--- src/rtl/ms_tick_counter.sv ---
// Millisecond timebase: a prescaler divides CLK into ticks, and a WIDTH-bit
// up/down counter advances on each tick with wrap/saturate, flags and lap capture.
module ms_tick_counter #(
   parameter int WIDTH    = 16,
   parameter int TICK_DIV = 50000,
   parameter int MODULUS  = 0,
   parameter int SATURATE = 0
) (
   input  logic             CLK,
   input  logic             RST,
   input  logic             EN,
   input  logic             CLR,
   input  logic             DIR,
   input  logic             LOAD,
   input  logic [WIDTH-1:0] LOAD_VAL,
   input  logic             CAPTURE,
   input  logic             OVF_CLR,
   output logic [WIDTH-1:0] Q,
   output logic             TICK,
   output logic             TC,
   output logic             OVF,
   output logic [WIDTH-1:0] CAP_Q,
   output logic             CAP_VALID
);

   localparam int              PS_W    = (TICK_DIV > 1) ? $clog2(TICK_DIV) : 1;
   localparam logic [PS_W-1:0] PS_LAST = PS_W'(TICK_DIV - 1);
   localparam logic [WIDTH-1:0] MAX    = (MODULUS == 0) ? {WIDTH{1'b1}} : WIDTH'(MODULUS - 1);

   function automatic logic [WIDTH-1:0] next_val(input logic [WIDTH-1:0] q, input logic down);
      if (!down) begin
         if (q == MAX) return (SATURATE != 0) ? MAX : '0;
         return q + WIDTH'(1);
      end
      if (q == '0) return (SATURATE != 0) ? '0 : MAX;
      return q - WIDTH'(1);
   endfunction

   function automatic logic [WIDTH-1:0] clamp_load(input logic [WIDTH-1:0] v);
      return (v > MAX) ? MAX : v;
   endfunction

   logic [PS_W-1:0]  r_ps;
   logic [WIDTH-1:0] r_q;
   logic             r_tick;
   logic             r_tc;
   logic             r_ovf;
   logic [WIDTH-1:0] r_cap_q;
   logic             r_cap_valid;

   logic             w_tick;
   logic             w_bnd;
   logic [WIDTH-1:0] w_q_next;

   assign w_tick   = EN && (r_ps == PS_LAST);
   assign w_bnd    = DIR ? (r_q == '0) : (r_q == MAX);
   assign w_q_next = next_val(r_q, DIR);

   // Counter stage: CLR beats LOAD beats a tick advance; a boundary tick beats OVF_CLR.
   always_ff @(posedge CLK) begin
      if (RST) begin
         r_ps   <= '0;
         r_q    <= '0;
         r_tick <= 1'b0;
         r_tc   <= 1'b0;
         r_ovf  <= 1'b0;
      end else begin
         r_tick <= 1'b0;
         r_tc   <= 1'b0;
         if (CLR) begin
            r_q   <= '0;
            r_ps  <= '0;
            r_ovf <= 1'b0;
         end else if (LOAD) begin
            r_q  <= clamp_load(LOAD_VAL);
            r_ps <= '0;
            if (OVF_CLR) r_ovf <= 1'b0;
         end else begin
            if (EN) r_ps <= w_tick ? '0 : r_ps + PS_W'(1);
            if (w_tick) begin
               r_q    <= w_q_next;
               r_tick <= 1'b1;
               r_tc   <= w_bnd;
            end
            if (w_tick && w_bnd) r_ovf <= 1'b1;
            else if (OVF_CLR)    r_ovf <= 1'b0;
         end
      end
   end

   // Lap capture stage: samples the pre-edge count, independent of CLR/LOAD/EN.
   always_ff @(posedge CLK) begin
      if (RST) begin
         r_cap_q     <= '0;
         r_cap_valid <= 1'b0;
      end else begin
         r_cap_valid <= CAPTURE;
         if (CAPTURE) r_cap_q <= r_q;
      end
   end

   assign Q         = r_q;
   assign TICK      = r_tick;
   assign TC        = r_tc;
   assign OVF       = r_ovf;
   assign CAP_Q     = r_cap_q;
   assign CAP_VALID = r_cap_valid;

endmodule

--- config.mk ---
export PLATFORM = sky130hd
export DESIGN_NAME = ms_tick_counter
export DESIGN_NICKNAME = d
export VERILOG_FILES = /design/src/rtl/ms_tick_counter.sv
export SDC_FILE = /design/constraint.sdc
export NUM_CORES = 1
export LEC_CHECK = 0
export CAP_MARGIN = 20
export CORE_ASPECT_RATIO = 1.5
export CORE_UTILIZATION = 46
export DETAILED_ROUTE_END_ITERATION = 12
export PLACE_DENSITY = 0.75
export SETUP_SLACK_MARGIN = 0.05
export SLEW_MARGIN = 20
export SYNTH_ARGS = -nofsm -noshare
export SYNTH_HDL_FRONTEND = slang
export SYNTH_SLANG_ARGS = --single-unit
export TNS_END_PERCENT = 1
--- constraint.sdc ---
create_clock -name CLK -period 2.35 [get_ports CLK]
set_input_delay 0.47 -clock CLK [delete_from_list [all_inputs] [get_ports CLK]]
set_output_delay 0.47 -clock CLK [all_outputs]
set_load 0.05 [all_outputs]
==> results of run 1 <==
[cells by family after synthesis]
kind of cell / Yosys count / synth area share [%]
AO/OA/AOI/OAI: 78 / 16.99
XOR/XNOR: 21 / 6.277
adder cells (fa/ha/maj): 4 / 1.708
buffers and inverters: 35 / 4.867
flip-flops: 52 / 35.53
multiplexers: 16 / 5.465
AND/OR/NAND/NOR: 166 / 29.16
[flip-flops by register name (all words and copies together), names as in the netlist]
register,flops
OVF,1
TC,1
r_ps,16
TICK,1
CAP_Q,16
Q,16
CAP_VALID,1
[report_power, final]
group / internal, mW / switching (mW)
clock network: 0.447 / 0.310
registers: 0.897 / 0.0262
logic: 0.184 / 0.221
total: 1.53 / 0.557
[cell usage in the layout, fill, tap and decap left out, types with 2 or more instances in the layout]
cell             netlist  layout
o22ai_1                4       4
ha_1                   4       3
dfxtp_4                0       3
dfxtp_1               52      42
nand3b_1               3       3
clkdlybuf4s50_1        0      57
nor2_1                55      55
nand3_1               18      18
nor4bb_1               3       2
o41ai_1                3       3
and4_1                 5       5
nand4_1                8       8
o21ai_0               27      27
nand2_1               28      28
nor3_1                 7       7
nor4b_2                0       2
xnor2_1               12      12
inv_1                  8       8
nor2b_1                2       2
clkbuf_8               0       5
nor4_1                 5       4
buf_4                  0      45
a21oi_1               17      17
mux2i_1               16      16
o211ai_1               6       6
dfxtp_2                0       7
or3_1                 10       9
nand2b_1               6       6
xor2_1                 9       9
clkbuf_16              0       2
a22o_1                 2       2
or2_2                  2       2
a211oi_1               2       2
and3_1                 4       4
o21bai_1               2       2
[final timing paths]
path                                         from                  to  cells after the start
worst max-delay path            Q[3]$_SDFFE_PP0P_  Q[14]$_SDFFE_PP0P_                      6
worst min-delay path               OVF$_SDFF_PP0_      OVF$_SDFF_PP0_                      1
worst max register to register  Q[3]$_SDFFE_PP0P_  Q[14]$_SDFFE_PP0P_                      6
worst min register to register     OVF$_SDFF_PP0_      OVF$_SDFF_PP0_                      1
[Yosys cell counts (all sizes together) (4+ instances only)]
| library cell | n | area, um2 |
|---|---|---|
| xnor2 | 12 | 105.1 |
| nand3 | 18 | 90.09 |
| nand2b | 6 | 37.54 |
| nor2 | 55 | 206.5 |
| o211ai | 6 | 45.04 |
| mux2i | 16 | 160.2 |
| a21oi | 17 | 85.08 |
| nand4 | 8 | 50.05 |
| or3 | 10 | 62.56 |
| nor4 | 6 | 43.79 |
| nand2 | 28 | 105.1 |
| ha | 4 | 50.05 |
| buf | 5 | 30.02 |
| inv | 8 | 30.03 |
| and4 | 5 | 43.79 |
| o22ai | 4 | 25.02 |
| and3 | 4 | 25.02 |
| o21ai | 27 | 135.1 |
| nor3 | 7 | 35.03 |
| dfxtp | 52 | 1041 |
| xor2 | 9 | 78.83 |
| clkbuf | 22 | 82.58 |
[stage by stage]
step	hold slack, ns	instances
3_3_place_gp	0.4711	523
2_1_floorplan	0.4576	372
4_1_cts	0.5042	531
5_1_grt	0.5205	531
3_5_place_dp	0.4803	523
6_report	0.4996	531
[worst register-to-register path: cells and delay by family, from the launching register on]
kind	cells	cell delay, ns
and+or+nand+nor	4	1.46
DFF	1	0.38
AOI/OAI and AO/OA	2	0.32
[area by class of cell]
type	count	area (um2)	share of cell area [%]
Sequential cell	52	1061	26.14
Inverter	8	30.03	0.7398
Clock inverter	1	30.03	0.7398
Multi-Input combinational cell	285	1797	44.27
Tap cell	74	92.59	2.281
Clock buffer	7	118.9	2.928
Timing Repair Buffer	104	929.6	22.90
[metal layers]
| metal | vias to the layer above | share of wire (%) | wire length [um] | global-route usage (%) |
|---|---|---|---|---|
| met2 | 114 | 53 | 4879 | 50.77 |
| met3 | 25 | 5.3 | 484 | 5.619 |
| met4 | 0 | 3.3 | 298 | 14.73 |
| li1 | 1500 | - | - | - |
| met5 | - | 0 | 0 | 0 |
| met1 | 1462 | 38 | 3494 | 32.49 |
==> metrics.md, run 1 <==
| Metric | Value |
|---|---|
| Max_slew headroom | 64.24% |
| Routed wire length | 9157 um |
| Setup slack, reg-to-reg | 0.10 ns |
| Sink Count | 52 |
| Worst path slowest cell | or4_4 |
| CTS Buf Count | 5 |
| Post-synth cell types | 55 |
| Worst endpoint required time | about 2.6 ns |
| Largest stage delay on the critical path | 0.56 ns |
| Place WS | -0.1672 ns |
| Hold Buf Count CTS | 0 |
| Drc violations | 0 |
| Status | finished, final reports clean |
| Clock skew | 0.01278 ns |
| Crit path cell chain | or4_4 -> or3_4 -> nor4_4 -> a21oi_1 -> or3b_1 -> a32o_1 |
| Core area | 0.006131 mm2 |
| DIE HEIGHT | 99.75 um |
| Vias in the first global route | ~3100 |
| CTS tree | built |
| Critical path endpoint category | flop |
| Hpwl dp | about 7000 um |
| Fill cells | 555 |
| DP Area | 0.003871 mm2 |
| Final Util | 66.20% |
| Syn. warnings | 0 |
| CTS root buf | clkbuf_8 |
| DR WL/cell | 17.24 um |
| Unrepaired setup endpoints after global routing | no |
| Mapped cell area | ~0.0029 mm2 |
| Synthesized flop and latch total | 52 |
| Worst-margin pin slew | 0.5356 ns |
| Max cap viols | 0 |
| Post-CTS Setup Inserts | 0 |
| Global route overflow | 0 |
| GPL Wtd Cong | around 0.94 |
| Rows | 35 |
| Slew Limit Fails | 0 |
| Clk slew on worst S/H paths | ~0.1 ns |
| Power Total | 2.085 mW |
| # diodes | 0 |
| Sequential fraction of the synthesis area | 35.53% |
| Avg Inst Size Synth | 7.877 um2 |
| Worst Setup Slack, final | between 0.1 and 0.15 ns |
| Largest net degree at the start of global routing | 18 |
| Hold WC Path Type | flop to flop |
| Setup violators final | 0 |
| Share of cells above drive strength 1 | between 15 and 20% |
| Nets | a little under 500 |
| Max VDD drop | 401.2 uV |
| Synth Instances | roughly 370 |
| WP buf/inv | 0 |
| Fmax | around 450 MHz |
| I/O pin total | 60 |
| Worst path top cell family by delay | simple AND/OR/NAND/NOR gates |
| Syn Nets | 400 |
| Starting DRC count in detailed routing | 283 |
| Predominant post-synthesis flop cell | dfxtp_1 |
| Worst Path Max Fanout | 6 |
| Cts repair resizes | 2 |
| Number of flops mapped to enable cells by yosys | 0 |
| All-Layer GR Usage | 29.15% |
| CTS HTree Levels | 2 |
| Port Buffer Count | 59 |
| Critical path type | flop to flop |
| Die Wd | 67.17 um |
| Fin area | 0.004059 mm2 |
| Post-DRT Antenna Nets | 0 |
| Synth-to-layout area growth | 38.51% |
| First-pass GRT wire length | 14660 um |
| Crit path time final | between 2 and 2.5 ns |
| Crit start category | flop |
| Clock Latency Late Sink | 0.31 ns |
| Leakage | 1.522 nW |
| Die area | 0.006700 mm2 |
| Initial Util | 47.80% |
| DR vias | 3101 |
| Setup TNS | 0 ns |
| CP arrival | 2.46 ns |
| Async SR Flop Fraction | 0% |
| Final Hold Vio Count | 0 |
| Initial antenna violation count | 0 |
| Clock buffer depth | 2 |
| Pre-antenna DRT Iters | 4 |
| Via density | 5.840 |
| Power Density | 513.6 mW/mm2 |
| Crit share post-route | 95.60% |
Power figures use the tool's default switching activity.
==> run 2: changes to the inputs <==
Settings changed: CORE_UTILIZATION 46 to 40, PLACE_DENSITY 0.75 to 0.66.
==> run 2 against run 1 <==
  * Clock skew shrank 0.0057 ns
  * Global-route usage shrank 4.6 points
  * Sequential share of layout area is essentially flat
  * Die area grew 15%
  * Clock-buffer cell count grew 1
  * Routed wire length shrank 0.43%
  * Hold slack lost 0.0036 ns
  * Setup slack gained 0.025 ns
  * Largest cell class unchanged
  * Non-clock buffer count grew 6
  * Utilization shrank 8.1 points
  * Cell count grew 5.5%
==> metrics.md, run 2 (synthesized netlist as in run 1, its figures left out) <==
| Metric | Value |
|---|---|
| Unrepaired setup endpoints after global routing | yes |
| Worst Path Max Fanout | 2 (-4) |
| Slew Limit Fails | 0 (unchanged) |
| Initial antenna violation count | 0 (unchanged) |
| Hold slack | 0.4960 ns (-0.003608 ns) |
| CP arrival | 2.41 ns (-0.05 ns) |
| CTS Buf Count | 5 (unchanged) |
| # diodes | 0 (unchanged) |
| Cell count of the worst reg-to-reg path | 6 (unchanged) |
| Crit path time final | 2.222 ns (-0.02502 ns) |
| Max_slew headroom | 61.20% (-3.0 points) |
| Clock buffer depth | 2 (unchanged) |
| Worst endpoint required time | 2.54 ns (-0.02 ns) |
| Vias in the first global route | 2993 (-1.9%) |
| Sink Count | 52 (unchanged) |
| Setup slack, reg-to-reg | 0.13 ns (+0.03 ns) |
| Max cap viols | 0 (unchanged) |
| R2r startpoint | Q[4]$_SDFFE_PP0P_ |
| Via density | 5.523 (-5.4%) |
| Port Buffer Count | 59 (unchanged) |
| Largest net degree at the start of global routing | 28 (+10) |
| CTS tree | built |
| CTS HTree Levels | 2 (unchanged) |
| Post-CTS Setup Inserts | 0 (unchanged) |
| Global route overflow | 0 (unchanged) |
| Clock Latency Late Sink | 0.30 ns (about the same) |
| Commonest non-fill, non-tap cell in the layout | clkdlybuf4s50_1 |
| Share of cells above drive strength 1 | 16.63% (-0.22 points) |
| Hold Crit Endpoint | OVF$_SDFF_PP0_ |
| Power Total | 1.853 mW (-11%) |
| Synth-to-layout area growth | 38.73% |
| Pre-antenna DRT Iters | 6 (+2) |
| Routed wire length | 9118 um (-0.43%) |
| Clock skew | 0.007096 ns (-0.005686 ns) |
| Initial Util | 41.92% (-5.9 points) |
| Critical path endpoint category | flop |
| Max VDD drop | 353.6 uV (-12%) |
| CTS root buf | clkbuf_8 |
| Fill cells | 666 (+20%) |
| Setup violators final | 0 (unchanged) |
| DP Area | 0.003958 mm2 (+2.2%) |
| Core area | 0.006990 mm2 (+14%) |
| Leakage | 1.501 nW (-1.3%) |
| Rows | 37 (+5.7%) |
| DR vias | 3093 (-0.26%) |
| Post-DRT Antenna Nets | 0 (unchanged) |
| Die Wd | 71.89 um (+7.0%) |
| Fmax | 450.1 MHz (+1.1%) |
| Hold path cells | 1 (unchanged) |
| Die area | 0.007679 mm2 (+15%) |
| Worst Hold Launch | OVF$_SDFF_PP0_ |
| Power Density | 455.9 mW/mm2 (-11%) |
| I/O pin total | 60 (unchanged) |
| First-pass GRT wire length | 14550 um (-0.80%) |
| Hold WC Path Type | flop to flop |
| Fin area | 0.004065 mm2 (+0.15%) |
| Starting DRC count in detailed routing | 227 (-20%) |
| Critical path type | flop to flop |
| Final Hold Vio Count | 0 (unchanged) |
| Clk slew on worst S/H paths | 0.09 ns (about the same) |
| GPL Wtd Cong | 0.9814 (+4.4%) |
| Most frequent cells in the layout | clkdlybuf4s50_1 (59), nor2_1 (55), buf_4 (50) |
| DIE HEIGHT | 106.8 um (+7.1%) |
| Crit share post-route | 94.53% (-1.1 points) |
| Hpwl dp | 6927 um (-0.14%) |
| Drc violations | 0 (unchanged) |
| All-Layer GR Usage | 24.52% (-4.6 points) |
| # placed instances | 552 (+5.5%) |
| Worst-margin pin slew | 0.5742 ns (+0.03864 ns) |
| Nets | 490 (+1.2%) |
| Status | finished, final reports clean |
| DR WL/cell | 16.28 um (-5.6%) |
| Final Util | 58.15% (-8.1 points) |
| Reg2Reg Capture Point | Q[14]$_SDFFE_PP0P_ |
| Post-route insts no fill | 560 (+5.5%) |
| Crit start category | flop |
-- run 2: cell count changes in the layout (fill, tap and decap cells not counted), sizes merged --
cell           before  now
clkbuf              7    8
dlygate4sd2         1    0
dlymetal6s2s        1    0
clkdlybuf4s50      57   59
buf                45   51
bufinv              1    0
-- run 2: through the flow --
step	setup TNS [ns]	setup WS [ns]
global placement	-0.2909	-0.09431
CTS	0	0.1281
detailed placement	-0.3469	-0.09090
finish	0	0.1285
global route	0	0.04396
floorplan	0	0.006092
-- run 2: how the worst max path moves through the flow --
| stage | startpoint | to | slack (ns) | cells after the start |
|---|---|---|---|---|
| global placement | DIR | Q[14]$_SDFFE_PP0P_ | -0.09 | 7 |
| finish | Q[4]$_SDFFE_PP0P_ | Q[14]$_SDFFE_PP0P_ | 0.13 | 6 |
| CTS | Q[0]$_SDFFE_PP0P_ | Q[14]$_SDFFE_PP0P_ | 0.13 | 8 |
| global route | Q[0]$_SDFFE_PP0P_ | Q[0]$_SDFFE_PP0P_ | 0.04 | 9 |
| detailed placement | DIR | Q[14]$_SDFFE_PP0P_ | -0.09 | 7 |
| floorplan | Q[5]$_SDFFE_PP0P_ | Q[14]$_SDFFE_PP0P_ | 0.006 | 7 |
-- run 2: layout make-up --
cell class                      count  area, um2  area share, %
Clock buffer                        8      90.09          2.216
Inverter                            8      30.03         0.7387
Multi-Input combinational cell    285       1777          43.71
Sequential cell                    52       1061          26.10
Tap cell                           97      121.4          2.986
Timing Repair Buffer              110      985.9          24.25
-- run 2: what timing repair did --
action,CTS,global route
gates resized for setup,0,3
setup endpoints to repair,0,2
hold buffers,0,0
-- run 2: report_power, final --
group          internal (mW)  switching, mW  total [mW]
logic                  0.189          0.223       0.411
registers              0.896         0.0232       0.920
clock network          0.241          0.281       0.522
-- run 2: per-layer routing --
metal	up-vias	wire (um)	track usage, %
met2	117	4698	44.68
met4	0	402	10.92
met3	31	483	3.289
li1	1509	-	-
met5	-	0	0
met1	1436	3533	27.85
-- run 2: critical path: stages, from the launching register on --
cell and delay (ns):
dfxtp_4 0.35, or4_4 0.54, or3_1 0.37, nor4_4 0.17, a21oi_1 0.06, or3b_1 0.37, a32o_1 0.26
